$ cat src/rtl/vram_pkg.sv
// Shared VRAM geometry and arbiter state encoding.
package vram_pkg;

  localparam int unsigned VRAM_AW = 14;
  localparam int unsigned VRAM_DW = 16;

  typedef enum logic [1:0] {
    StIdle     = 2'd0,
    StIssue    = 2'd1,
    StComplete = 2'd2
  } state_e;

endpackage

$ cat src/rtl/vram_arbiter.sv
// Two-requester VRAM arbiter: video has priority, but the CPU is guaranteed a slot
// after MAX_VID_RUN back-to-back video grants while it is waiting.
module vram_arbiter
  import vram_pkg::*;
#(
  parameter int unsigned MAX_VID_RUN = 4
) (
  input  logic               clk,
  input  logic               reset,
  input  logic               cpu_req,
  input  logic               cpu_we,
  input  logic [VRAM_AW-1:0] cpu_addr,
  input  logic [VRAM_DW-1:0] cpu_din,
  input  logic               cpu_ub,
  input  logic               cpu_lb,
  output logic [VRAM_DW-1:0] cpu_dout,
  output logic               cpu_ack,
  input  logic               vid_req,
  input  logic [VRAM_AW-1:0] vid_addr,
  output logic [VRAM_DW-1:0] vid_dout,
  output logic               vid_ack,
  output logic [VRAM_AW-1:0] mem_addr,
  output logic [VRAM_DW-1:0] mem_din,
  output logic               mem_we,
  output logic               mem_re,
  output logic               mem_ub,
  output logic               mem_lb,
  input  logic [VRAM_DW-1:0] mem_dout
);

  localparam int unsigned     RunW   = $clog2(MAX_VID_RUN + 1);
  localparam logic [RunW-1:0] RunMax = RunW'(MAX_VID_RUN);

  state_e             state_q;
  logic [RunW-1:0]    vid_run_q;
  logic               win_vid_q;
  logic               cpu_ack_q, vid_ack_q;
  logic [VRAM_AW-1:0] mem_addr_q;
  logic [VRAM_DW-1:0] mem_din_q;
  logic               mem_we_q, mem_re_q, mem_ub_q, mem_lb_q;
  logic               grant_vid;

  assign grant_vid = vid_req && !(cpu_req && (vid_run_q == RunMax));

  always_ff @(posedge clk) begin
    if (reset) begin
      state_q    <= StIdle;
      vid_run_q  <= '0;
      win_vid_q  <= 1'b0;
      cpu_ack_q  <= 1'b0;
      vid_ack_q  <= 1'b0;
      mem_addr_q <= '0;
      mem_din_q  <= '0;
      mem_we_q   <= 1'b0;
      mem_re_q   <= 1'b0;
      mem_ub_q   <= 1'b0;
      mem_lb_q   <= 1'b0;
    end else begin
      unique case (state_q)
        StIdle: begin
          if (!cpu_req) vid_run_q <= '0;
          if (vid_req || cpu_req) begin
            state_q   <= StIssue;
            win_vid_q <= grant_vid;
            if (grant_vid) begin
              // A video win with the CPU waiting implies vid_run_q < RunMax.
              if (cpu_req && (vid_run_q != RunMax)) vid_run_q <= vid_run_q + 1'b1;
              mem_addr_q <= vid_addr;
              mem_din_q  <= '0;
              mem_we_q   <= 1'b0;
              mem_re_q   <= 1'b1;
              mem_ub_q   <= 1'b1;
              mem_lb_q   <= 1'b1;
            end else begin
              vid_run_q  <= '0;
              mem_addr_q <= cpu_addr;
              mem_din_q  <= cpu_din;
              mem_we_q   <= cpu_we;
              mem_re_q   <= !cpu_we;
              mem_ub_q   <= cpu_ub;
              mem_lb_q   <= cpu_lb;
            end
          end
        end
        StIssue: begin
          state_q   <= StComplete;
          mem_we_q  <= 1'b0;
          mem_re_q  <= 1'b0;
          mem_ub_q  <= 1'b0;
          mem_lb_q  <= 1'b0;
          cpu_ack_q <= !win_vid_q;
          vid_ack_q <= win_vid_q;
        end
        StComplete: begin
          state_q   <= StIdle;
          cpu_ack_q <= 1'b0;
          vid_ack_q <= 1'b0;
        end
        default: state_q <= StIdle;
      endcase
    end
  end

  // Read data arrives from the VRAM during COMPLETE, so it is steered straight through.
  assign cpu_dout = cpu_ack_q ? mem_dout : '0;
  assign vid_dout = vid_ack_q ? mem_dout : '0;
  assign cpu_ack  = cpu_ack_q;
  assign vid_ack  = vid_ack_q;
  assign mem_addr = mem_addr_q;
  assign mem_din  = mem_din_q;
  assign mem_we   = mem_we_q;
  assign mem_re   = mem_re_q;
  assign mem_ub   = mem_ub_q;
  assign mem_lb   = mem_lb_q;

endmodule

$ cat config.mk
export PLATFORM = sky130hd
export DESIGN_NAME = vram_arbiter
export DESIGN_NICKNAME = d
export VERILOG_FILES = /design/src/rtl/vram_pkg.sv /design/src/rtl/vram_arbiter.sv
export SDC_FILE = /design/constraint.sdc
export NUM_CORES = 1
export LEC_CHECK = 0
export CORE_ASPECT_RATIO = 0.9
export CORE_MARGIN = 5
export CORE_UTILIZATION = 37
export CTS_CLUSTER_SIZE = 25
export DETAILED_ROUTE_END_ITERATION = 12
export PLACE_DENSITY = 0.8
export SLEW_MARGIN = 10
export SYNTH_ARGS = -nofsm -noshare
export SYNTH_HDL_FRONTEND = slang
export SYNTH_SLANG_ARGS = --single-unit
$ cat constraint.sdc
create_clock -name clk -period 1.9 [get_ports clk]
set_input_delay 0.38 -clock clk [delete_from_list [all_inputs] [get_ports clk]]
set_output_delay 0.38 -clock clk [all_outputs]
set_load 0.005 [all_outputs]
==> results of run 1 <==
## per-layer routing
layer  wire [µm]  GRT usage, %  up-vias
li1            -             -     1163
met4          36         3.288        0
met2        3452         32.58       65
met3         503         5.230        5
met5           0             0        -
met1        3069         21.52     1044
## registers in the layout (all words and copies together) (netlist names)
register / flops
mem_din: 16
mem_addr: 14
vid_run_q: 3
state_q: 2
cpu_ack: 1
mem_lb: 1
mem_re: 1
mem_ub: 1
mem_we: 1
vid_ack: 1
win_vid_q: 1
## area by class of cell
cell class | instances | area, µm²
clock inverters | 2 | 12.51
flip-flops and latches | 42 | 844.6
clock buffers | 6 | 82.58
inverters | 5 | 18.77
repair buffers | 154 | 1521
multi-input cells | 181 | 1211
well taps | 70 | 87.58
fillers | 483 | 1979
## critical path, stage by stage
cell	delay [ns]
clkdlybuf4s50_1	0.46
and2_1	0.13
clkdlybuf4s50_1	0.52
## report_power, final
part	switching, mW	total (mW)	internal (mW)
combinational	0.368	0.917	0.549
clock	0.304	0.596	0.292
sequential	0.0581	1.03	0.975
## cells by family after synthesis
group / share of synthesized area [%]
flops: 37.88
compound gates: 26.16
fa+ha+maj: 3.382
buf+inv: 7.554
simple gates: 22.89
xor+xnor: 0.7893
mux: 1.353
## Yosys cell counts, types with 2 or more instances
master,n,area [µm²]
dfxtp_1,42,840.8
ha_1,6,75.07
o2bb2ai_1,2,17.52
nor2_2,10,62.56
a211oi_1,2,15.01
o21ai_0,15,75.07
inv_1,5,18.77
a311oi_2,11,165.2
nor2_1,9,33.78
a21oi_1,20,100.1
nand2_1,19,71.32
o211ai_1,16,120.1
buf_6,5,56.30
clkbuf_1,7,26.28
nand3_1,15,75.07
buf_2,7,35.03
mux2i_1,3,30.03
nand2b_1,2,12.51
and2_1,33,206.5
a311oi_1,3,26.28
## what timing repair did
action,4_1_cts,5_1_grt
resized for setup,1,5
setup endpoints to repair,10,9
hold endpoints to repair,0,0
## worst min path at each step
stage / startpoint / end / slack, ns
global route: reset / mem_ub / 0.46
finish: reset / mem_ub / 0.45
CTS: reset / mem_ub / 0.44
global placement: mem_din[12] / mem_din[12] / 0.44
detailed placement: mem_din[2] / mem_din[2] / 0.45
floorplan: mem_din[0] / mem_din[0] / 0.45
## through the flow
stage	util, %	hold slack, ns	instances	power, mW	setup TNS (ns)
4_1_cts	65.41	0.4353	460	2.584	0
3_3_place_gp	63.73	0.4410	452	1.961	0
2_1_floorplan	-	0.4527	250	1.493	0
5_1_grt	65.62	0.4589	460	2.700	0
3_5_place_dp	63.73	0.4484	452	1.978	-0.08406
6_report	65.62	0.4487	460	2.546	0
==> metrics, run 1 <==
outcome=finished, final reports clean; CTS Buf Count=5; cell row count=26; post-DP HPWL=between 5 and 6 mm; DP Area=approximately 3700 µm²; Placer Congestion=between 0.7 and 0.8; maximum vdd drop=between 300 and 400 µV; Final Hold Vio Count=0; RR Endpoint=mem_we; initial antenna violation count=0; IO Port Bufs=between 100 and 150; post-synthesis sequential area ratio=a little under two fifths; Post-synth top flop=dfxtp_1; Tightest Pin Transition=approximately 0.31 ns; CTS tree=done; Post-synth EDFFs=0; Critical Path Sink=vid_dout[10]; commonest non-fill, non-tap cell in the layout=clkdlybuf4s50_1; skew final=~0.0048 ns; drt drc=0; Final Cycle Share=between 90% and 100%; Post-CTS Setup Repair Bufs=0; htree depth=2; Total Wirelength=between 7 and 8 mm; PD cells=between 600 and 700 nW/µm²; Worst Path Required=around 1.5 ns; largest net degree at the start of global routing=22; fin nets=about 460; die area=approximately 7700 µm²; Worst Setup End Kind=output pin; Final ANT Viol Nets=0; cts hold-fix bufs=0; drt pass-1 iters=4; unrepaired setup endpoints after global routing=no; Layout area overhead=70.24%; leak pwr=~1.4 nW; Seq cells post-synth=42; first-pass GRT wire length=roughly 12 mm; syn_area_per_cell=about 9 µm²; Final Max Slew Viols=0; via count=~2300; pre-CTS WS=-0.04837 ns; Max Cap Viol=0; number of synthesis warnings=0; I/O pin count=around 140; PnR worst setup slack=between 0.03 and 0.04 ns; Startpoint Class=input port; die height=~83 µm; worst-case reg-to-reg path depth=5; Hold Crit Depth=3; Slew headroom=around 79%; mapped cell area=2220 µm²; R2R setup slack=between 0.2 and 0.3 ns; share of layout cells above drive strength 1=14.36%; worst path arrival time=approximately 1.5 ns; Core Box Area=between 5000 and 6000 µm²; DR vias/cell=about 5; Starting Density=about 39%; aggregate global-route resource usage=about 18%; CTS Buffer Depth=2; Die W=91.64 µm; Gate Count Post-Synth=between 200 and 300; fin crit period=between 1.5 and 2 ns; f_max=between 500 and 600 MHz; CTS clk-pin slew, worst paths=0.08 ns; synth unique cells=38; 1st-iter DRT viols=51; ANT cells=0; most frequent cells in the layout=129 x clkdlybuf4s50_1, 41 x dfxtp_1, 33 x and2_1; FFs w/ async S/R, synth=0%; worst min path class=input port to flip-flop; start point of the critical path=mem_dout[10]; Final Instance Area=3779 µm²; worst-skew pair later-pin latency=0.29 ns; CTS Root Cell=clkbuf_8; Final Setup Violations=0; vias in the first global route=roughly 2300; Syn Nets=323; clock sink count=42; R2R Path Start=state_q[0]; worst-path fanout max=2; overflow left after global routing=0; WL/cell=roughly 15 µm; CP Class=input port to output pin
Power figures use the tool's default switching activity.
==> run 2: changes to the inputs <==
--- a/config.mk
+++ b/config.mk
@@ -7,11 +7,11 @@
 export LEC_CHECK = 0
 export CORE_ASPECT_RATIO = 0.9
 export CORE_MARGIN = 5
-export CORE_UTILIZATION = 37
+export CORE_UTILIZATION = 40
 export CTS_CLUSTER_SIZE = 25
 export DETAILED_ROUTE_END_ITERATION = 12
-export PLACE_DENSITY = 0.8
-export SLEW_MARGIN = 10
+export PLACE_DENSITY = 0.86
+export SKIP_CTS_REPAIR_TIMING = 1
 export SYNTH_ARGS = -nofsm -noshare
 export SYNTH_HDL_FRONTEND = slang
 export SYNTH_SLANG_ARGS = --single-unit
==> constraint.sdc (replaced) <==
create_clock -name clk -period 2.3 [get_ports clk]
set_input_delay 0.46 -clock clk [delete_from_list [all_inputs] [get_ports clk]]
set_output_delay 0.46 -clock clk [all_outputs]
set_load 0.005 [all_outputs]
==> run 2 against run 1 <==
Via count up 0.53%. Worst hold slack got worse by 0.012 ns. Largest cell class unchanged. Sequential cell count did not move. Sequential power fell by 16%. Critical endpoint is now vid_dout[6]. Die area fell by 6.7%. Worst setup slack better by 0.19 ns. Total power decreased by 15%.
==> metrics, run 2 (same netlist as run 1, synthesis figures left out) <==
worst-case reg-to-reg path depth=5 (unchanged); Hold Crit Depth=2 (-1); Worst Setup End Kind=output pin; drt pass-1 iters=4 (unchanged); die area=7141 µm² (-6.7%); htree depth=2 (unchanged); DR vias/cell=5.109 (+3.2%); worst-path fanout max=18 (+16); CP Class=flip-flop to output pin; initial antenna violation count=0 (unchanged); Comb pwr share=33.2% (-2.8 points); Placer Congestion=0.8345 (+6.2%); maximum vdd drop=473.3 µV (+46%); Tightest Pin Transition=0.4731 ns (+0.1630 ns); via count=2289 (+0.53%); PnR worst setup slack=0.2227 ns (+0.1903 ns); 1st-iter DRT viols=155 (+200%); CTS clk-pin slew, worst paths=0.08 ns (about the same); Final Cycle Share=about 90%; fin crit period=2.077 ns; fill count=424 (-12%); IO Port Bufs=134 (unchanged); f_max=approximately 480 MHz; CTS Buf Count=5 (unchanged); crit-path cells=and2_1 -> clkdlybuf4s50_1; Die W=88.52 µm (-3.4%); worst-skew pair later-pin latency=0.29 ns (about the same); Hold Path End=win_vid_q; most frequent cells in the layout=133 x clkdlybuf4s50_1, 42 x dfxtp_1, 33 x and2_1; largest net degree at the start of global routing=36 (+64%); I/O pin count=135 (unchanged); max reg flops=16 (unchanged); NetSw=0.6034 mW (-17%); outcome=finished, final reports clean; skew final=0.007178 ns (+0.002394 ns); WL/cell=15.61 µm (+1.7%); clock sink count=42 (unchanged); setup TNS=0 ns (unchanged); drt drc=0 (unchanged); cell row count=25 (-3.8%); Worst Path Required=1.84 ns (+0.32 ns); Switching Fraction=27.96% (-0.73 points); first-pass GRT wire length=11.12 mm (-3.4%); Final Hold Vio Count=0 (unchanged); register share of total power=40.2% (-0.4 points); CTS tree=done; RR Endpoint=mem_we; Total Wirelength=6.994 mm (-0.93%); R2R setup slack=0.47 ns (+0.19 ns); ANT cells=0 (unchanged); Internal Pwr Total=1.554 mW (-14%); slowest cell delay on critical path=0.62 ns (+0.10 ns); Startpoint Class=flip-flop; clock group share of total power=26.6% (+3.2 points); pre-CTS WS=0.2467 ns (+0.2951 ns); fin nets=453 (-1.9%); Starting Density=41.74% (+3.2 points); Final Max Slew Viols=0 (unchanged); share of layout cells above drive strength 1=12.07% (-2.3 points); Final Setup Violations=0 (unchanged); Core Box Area=5318 µm² (-7.6%); CTS Root Cell=clkbuf_8; Final ANT Viol Nets=0 (unchanged); Max Cap Viol=0 (unchanged); overflow left after global routing=0 (unchanged); Layout area overhead=66.46%; HP Start=reset; PD cells=584.0 nW/µm² (-13%); R2R Path Start=state_q[1]; slowest CP cell=dfxtp_1; commonest non-fill, non-tap cell in the layout=clkdlybuf4s50_1; vias in the first global route=2264 (-0.79%); worst path arrival time=1.62 ns (+0.13 ns); unrepaired setup endpoints after global routing=no; die height=80.67 µm (-3.4%); CTS Buffer Depth=2 (unchanged); aggregate global-route resource usage=19.65% (+1.5 points); post-DP HPWL=5.233 mm (-3.4%); leak pwr=1.336 nW (-7.5%); Slew headroom=68.42% (-11 points); worst min path class=input port to flip-flop
[run 2: final cells by class]
| cell class | instances | area [µm²] | area share (%) |
|---|---|---|---|
| repair buffers | 145 | 1431 | 38.74 |
| clock buffers | 5 | 68.82 | 1.863 |
| multi-input cells | 181 | 1211 | 32.78 |
| flip-flops and latches | 42 | 840.8 | 22.76 |
| well taps | 67 | 83.83 | 2.269 |
| clock inverters | 3 | 40.04 | 1.084 |
| inverters | 5 | 18.77 | 0.5080 |
[run 2: routing by layer]
metal	part of all wire [%]	track usage, %	vias to the layer above
met4	0.69	3.323	0
met3	7.5	5.026	6
met1	41	25.14	1060
met2	50	33.56	76
li1	-	-	1147
met5	0	0	-
[run 2: worst max-delay path by stage]
stage                     cells after the start  slack, ns        from          end
after floorplan                               6       0.85  state_q[0]       mem_we
after global placement                        5       0.28     vid_req  mem_addr[5]
after detailed placement                      5       0.25     vid_req  mem_addr[3]
after CTS                                     2       0.20     vid_ack  vid_dout[6]
after global routing                          2       0.09     vid_ack  vid_dout[8]
final                                         2       0.22     vid_ack  vid_dout[6]
[run 2: power by group through the flow]
stage / Combinational (mW) / Clock, mW / Sequential (mW)
finish: 0.716 / 0.574 / 0.868
global route: 0.779 / 0.633 / 0.882
CTS: 0.724 / 0.587 / 0.868
detailed placement: 0.720 / 0 / 0.884
global placement: 0.709 / 0 / 0.881
floorplan: 0.358 / 0 / 0.875
[run 2: metrics by stage]
| step | hold WS, ns | util [%] | instance area [µm²] | power (mW) | std cells |
|---|---|---|---|---|---|
| floorplan | 0.4527 | - | 2220 | 1.233 | 250 |
| global placement | 0.4412 | 67.44 | 3586 | 1.590 | 440 |
| detailed placement | 0.4474 | 67.44 | 3586 | 1.604 | 440 |
| CTS | 0.4204 | 69.48 | 3695 | 2.179 | 448 |
| global route | 0.4351 | 69.48 | 3695 | 2.293 | 448 |
| finish | 0.4369 | 69.48 | 3695 | 2.158 | 448 |
[run 2: critical path, delay by kind of cell (launching register included)]
family                 cells  cell delay, ns
buffers and inverters      1            0.51
flip-flops                 1            0.62
AND/OR/NAND/NOR            1            0.20
==> run 3: changes to the inputs <==
--- a/config.mk
+++ b/config.mk
@@ -5,10 +5,11 @@
 export SDC_FILE = /design/constraint.sdc
 export NUM_CORES = 1
 export LEC_CHECK = 0
+export CAP_MARGIN = 40
 export CORE_ASPECT_RATIO = 0.9
 export CORE_MARGIN = 5
 export CORE_UTILIZATION = 40
-export CTS_CLUSTER_SIZE = 25
+export CTS_CLUSTER_SIZE = 16
 export DETAILED_ROUTE_END_ITERATION = 12
 export PLACE_DENSITY = 0.86
 export SKIP_CTS_REPAIR_TIMING = 1
==> constraint.sdc (replaced) <==
create_clock -name clk -period 2.3 [get_ports clk]
set_input_delay 0.23 -clock clk [delete_from_list [all_inputs] [get_ports clk]]
set_output_delay 0.23 -clock clk [all_outputs]
set_load 0.005 [all_outputs]
==> run 3 against run 2 <==
Sequential power is essentially flat. Non-clock buffer count shrank 3. Count of clock-buffer cells in the layout grew 1. Register-to-register slack lost 0.08 ns. Largest power group unchanged. First-iteration DRC count shrank 54%. Sequential cell count is the same. Maximum frequency grew 8.6%. Final cell count shrank 0.67%. Critical path depth grew 3. Design area is essentially flat. Largest cell class unchanged. Highest routed layer unchanged.
==> metrics, run 3 (same netlist as run 1, synthesis figures left out) <==
outcome=finished, final reports clean; clock group share of total power=31.5% (+4.9 points); max reg flops=16 (unchanged); Total Wirelength=7.036 mm (+0.60%); most frequent cells in the layout=133 x clkdlybuf4s50_1, 42 x dfxtp_1, 33 x and2_1; Internal Pwr Total=1.685 mW (+8.4%); IO Port Bufs=134 (unchanged); Max Cap Viol=0 (unchanged); Final Max Slew Viols=0 (unchanged); worst-case reg-to-reg path depth=5 (unchanged); CTS Buffer Depth=2 (unchanged); vias in the first global route=2276 (+0.53%); worst-path fanout max=44 (+26); Worst Path Required=2.51 ns (+0.67 ns); DR vias/cell=5.218 (+2.1%); Switching Fraction=26.57% (-1.4 points); Comb pwr share=30.6% (-2.6 points); HP Start=reset; Slew headroom=59.14% (-9.3 points); Starting Density=41.74% (unchanged); Final Cycle Share=83.13% (-7.2 points); Startpoint Class=flip-flop; CTS Root Cell=clkbuf_8; NetSw=0.6096 mW (+1.0%); skew final=0.004668 ns (-0.002510 ns); Hold Path End=state_q[1]; DP Area=3551 µm² (-0.98%); Hold Crit Depth=2 (unchanged); multi-input logic area=1211 µm² (unchanged); fill count=427 (+0.71%); worst min path class=input port to flip-flop; initial antenna violation count=0 (unchanged); FF/Latch Area=840.8 µm² (unchanged); register share of total power=37.9% (-2.3 points); CP Class=flip-flop to flip-flop; post-DP HPWL=5.429 mm (+3.7%); overflow left after global routing=0 (unchanged); worst path arrival time=2.12 ns (+0.50 ns); CTS clk-pin slew, worst paths=0.08 ns (about the same); R2R Path Start=state_q[0]; aggregate global-route resource usage=19.74% (+0.085 points); crit-path cells=inv_1 -> ha_1 -> o21a_4 -> nor2_1 -> a311oi_2; drt drc=0 (unchanged); Die W=88.52 µm (unchanged); Levels on crit path=5 (+3); fin nets=450 (-0.66%); drt pass-1 iters=4 (unchanged); RR Endpoint=mem_addr[5]; WL/cell=15.81 µm (+1.3%); CTS Buf Count=5 (unchanged); leak pwr=1.331 nW (-0.36%); slowest CP cell=o21a_4; Final Hold Vio Count=0 (unchanged); setup TNS=0 ns (unchanged); clock sink count=42 (unchanged); Placer Congestion=0.7650 (-8.3%); I/O pin count=135 (unchanged); R2R setup slack=0.39 ns (-0.08 ns); slowest cell delay on critical path=0.60 ns (-0.02 ns); Tightest Pin Transition=0.6129 ns (+0.1398 ns); Layout area overhead=66.40% (about the same); first-pass GRT wire length=11.08 mm (-0.31%); Worst Setup End Kind=flip-flop; Final Instance Area=3694 µm² (about the same); delay-heaviest family, CP=compound AO/OA/AOI/OAI gates; Core Box Area=5318 µm² (unchanged); worst-skew pair later-pin latency=0.29 ns (about the same); f_max=523.0 MHz (+8.6%); fin crit period=1.912 ns (-0.1653 ns); commonest non-fill, non-tap cell in the layout=clkdlybuf4s50_1; die height=80.67 µm (unchanged); start point of the critical path=state_q[0]; cell row count=25 (unchanged); ANT cells=0 (unchanged); die area=7141 µm² (unchanged); via count=2322 (+1.4%); htree depth=2 (unchanged); Final ANT Viol Nets=0 (unchanged); Final Setup Violations=0 (unchanged); CP bufs+invs=1 (unchanged); PD cells=621.3 nW/µm² (+6.4%); largest net degree at the start of global routing=45 (+25%); share of layout cells above drive strength 1=11.38% (-0.70 points); maximum vdd drop=366.7 µV (-23%); CTS tree=done; 1st-iter DRT viols=72 (-54%); unrepaired setup endpoints after global routing=no
[run 3: cell count changes in the layout (fill, tap and decap cells not counted), sizes merged]
cell	before	now
buf	12	9
clkinv	2	0
bufinv	1	2
clkbuf	5	6
[run 3: layout make-up]
| cell class | instances | area share, % |
|---|---|---|
| repair buffers | 142 | 37.80 |
| multi-input cells | 181 | 32.79 |
| flip-flops and latches | 42 | 22.76 |
| well taps | 67 | 2.270 |
| clock buffers | 6 | 2.236 |
| clock inverters | 2 | 1.626 |
| inverters | 5 | 0.5081 |
[run 3: routing by layer]
| metal | vias to the layer above | share of wire (%) | GRT usage (%) |
|---|---|---|---|
| li1 | 1141 | - | - |
| met1 | 1090 | 41 | 23.96 |
| met2 | 79 | 51 | 34.30 |
| met3 | 12 | 7.6 | 4.821 |
| met4 | 0 | 1.3 | 5.589 |
| met5 | - | 0 | 0 |
[run 3: worst max path at each step]
stage                    to
6_report        mem_addr[5]
5_1_grt         mem_addr[2]
3_3_place_gp   mem_addr[10]
2_1_floorplan        mem_we
3_5_place_dp   mem_addr[12]
4_1_cts         mem_addr[5]
[run 3: through the flow]
step | util (%) | worst slack (ns) | instances | power [mW] | hold WS, ns
finish | 69.46 | 0.3880 | 445 | 2.295 | 0.3641
global placement | 66.78 | 0.4268 | 437 | 1.572 | 0.4412
global route | 69.46 | 0.2190 | 445 | 2.416 | 0.3815
detailed placement | 66.78 | 0.3758 | 437 | 1.594 | 0.4472
CTS | 69.46 | 0.3681 | 445 | 2.318 | 0.3634
floorplan | - | 0.8488 | 250 | 1.233 | 0.3923
[run 3: power by group through the flow]
| stage | Sequential (mW) | Combinational [mW] | Clock (mW) |
|---|---|---|---|
| 2_1_floorplan | 0.875 | 0.358 | 0 |
| 3_3_place_gp | 0.883 | 0.690 | 0 |
| 3_5_place_dp | 0.886 | 0.709 | 0 |
| 4_1_cts | 0.871 | 0.711 | 0.736 |
| 5_1_grt | 0.884 | 0.760 | 0.772 |
| 6_report | 0.869 | 0.702 | 0.724 |
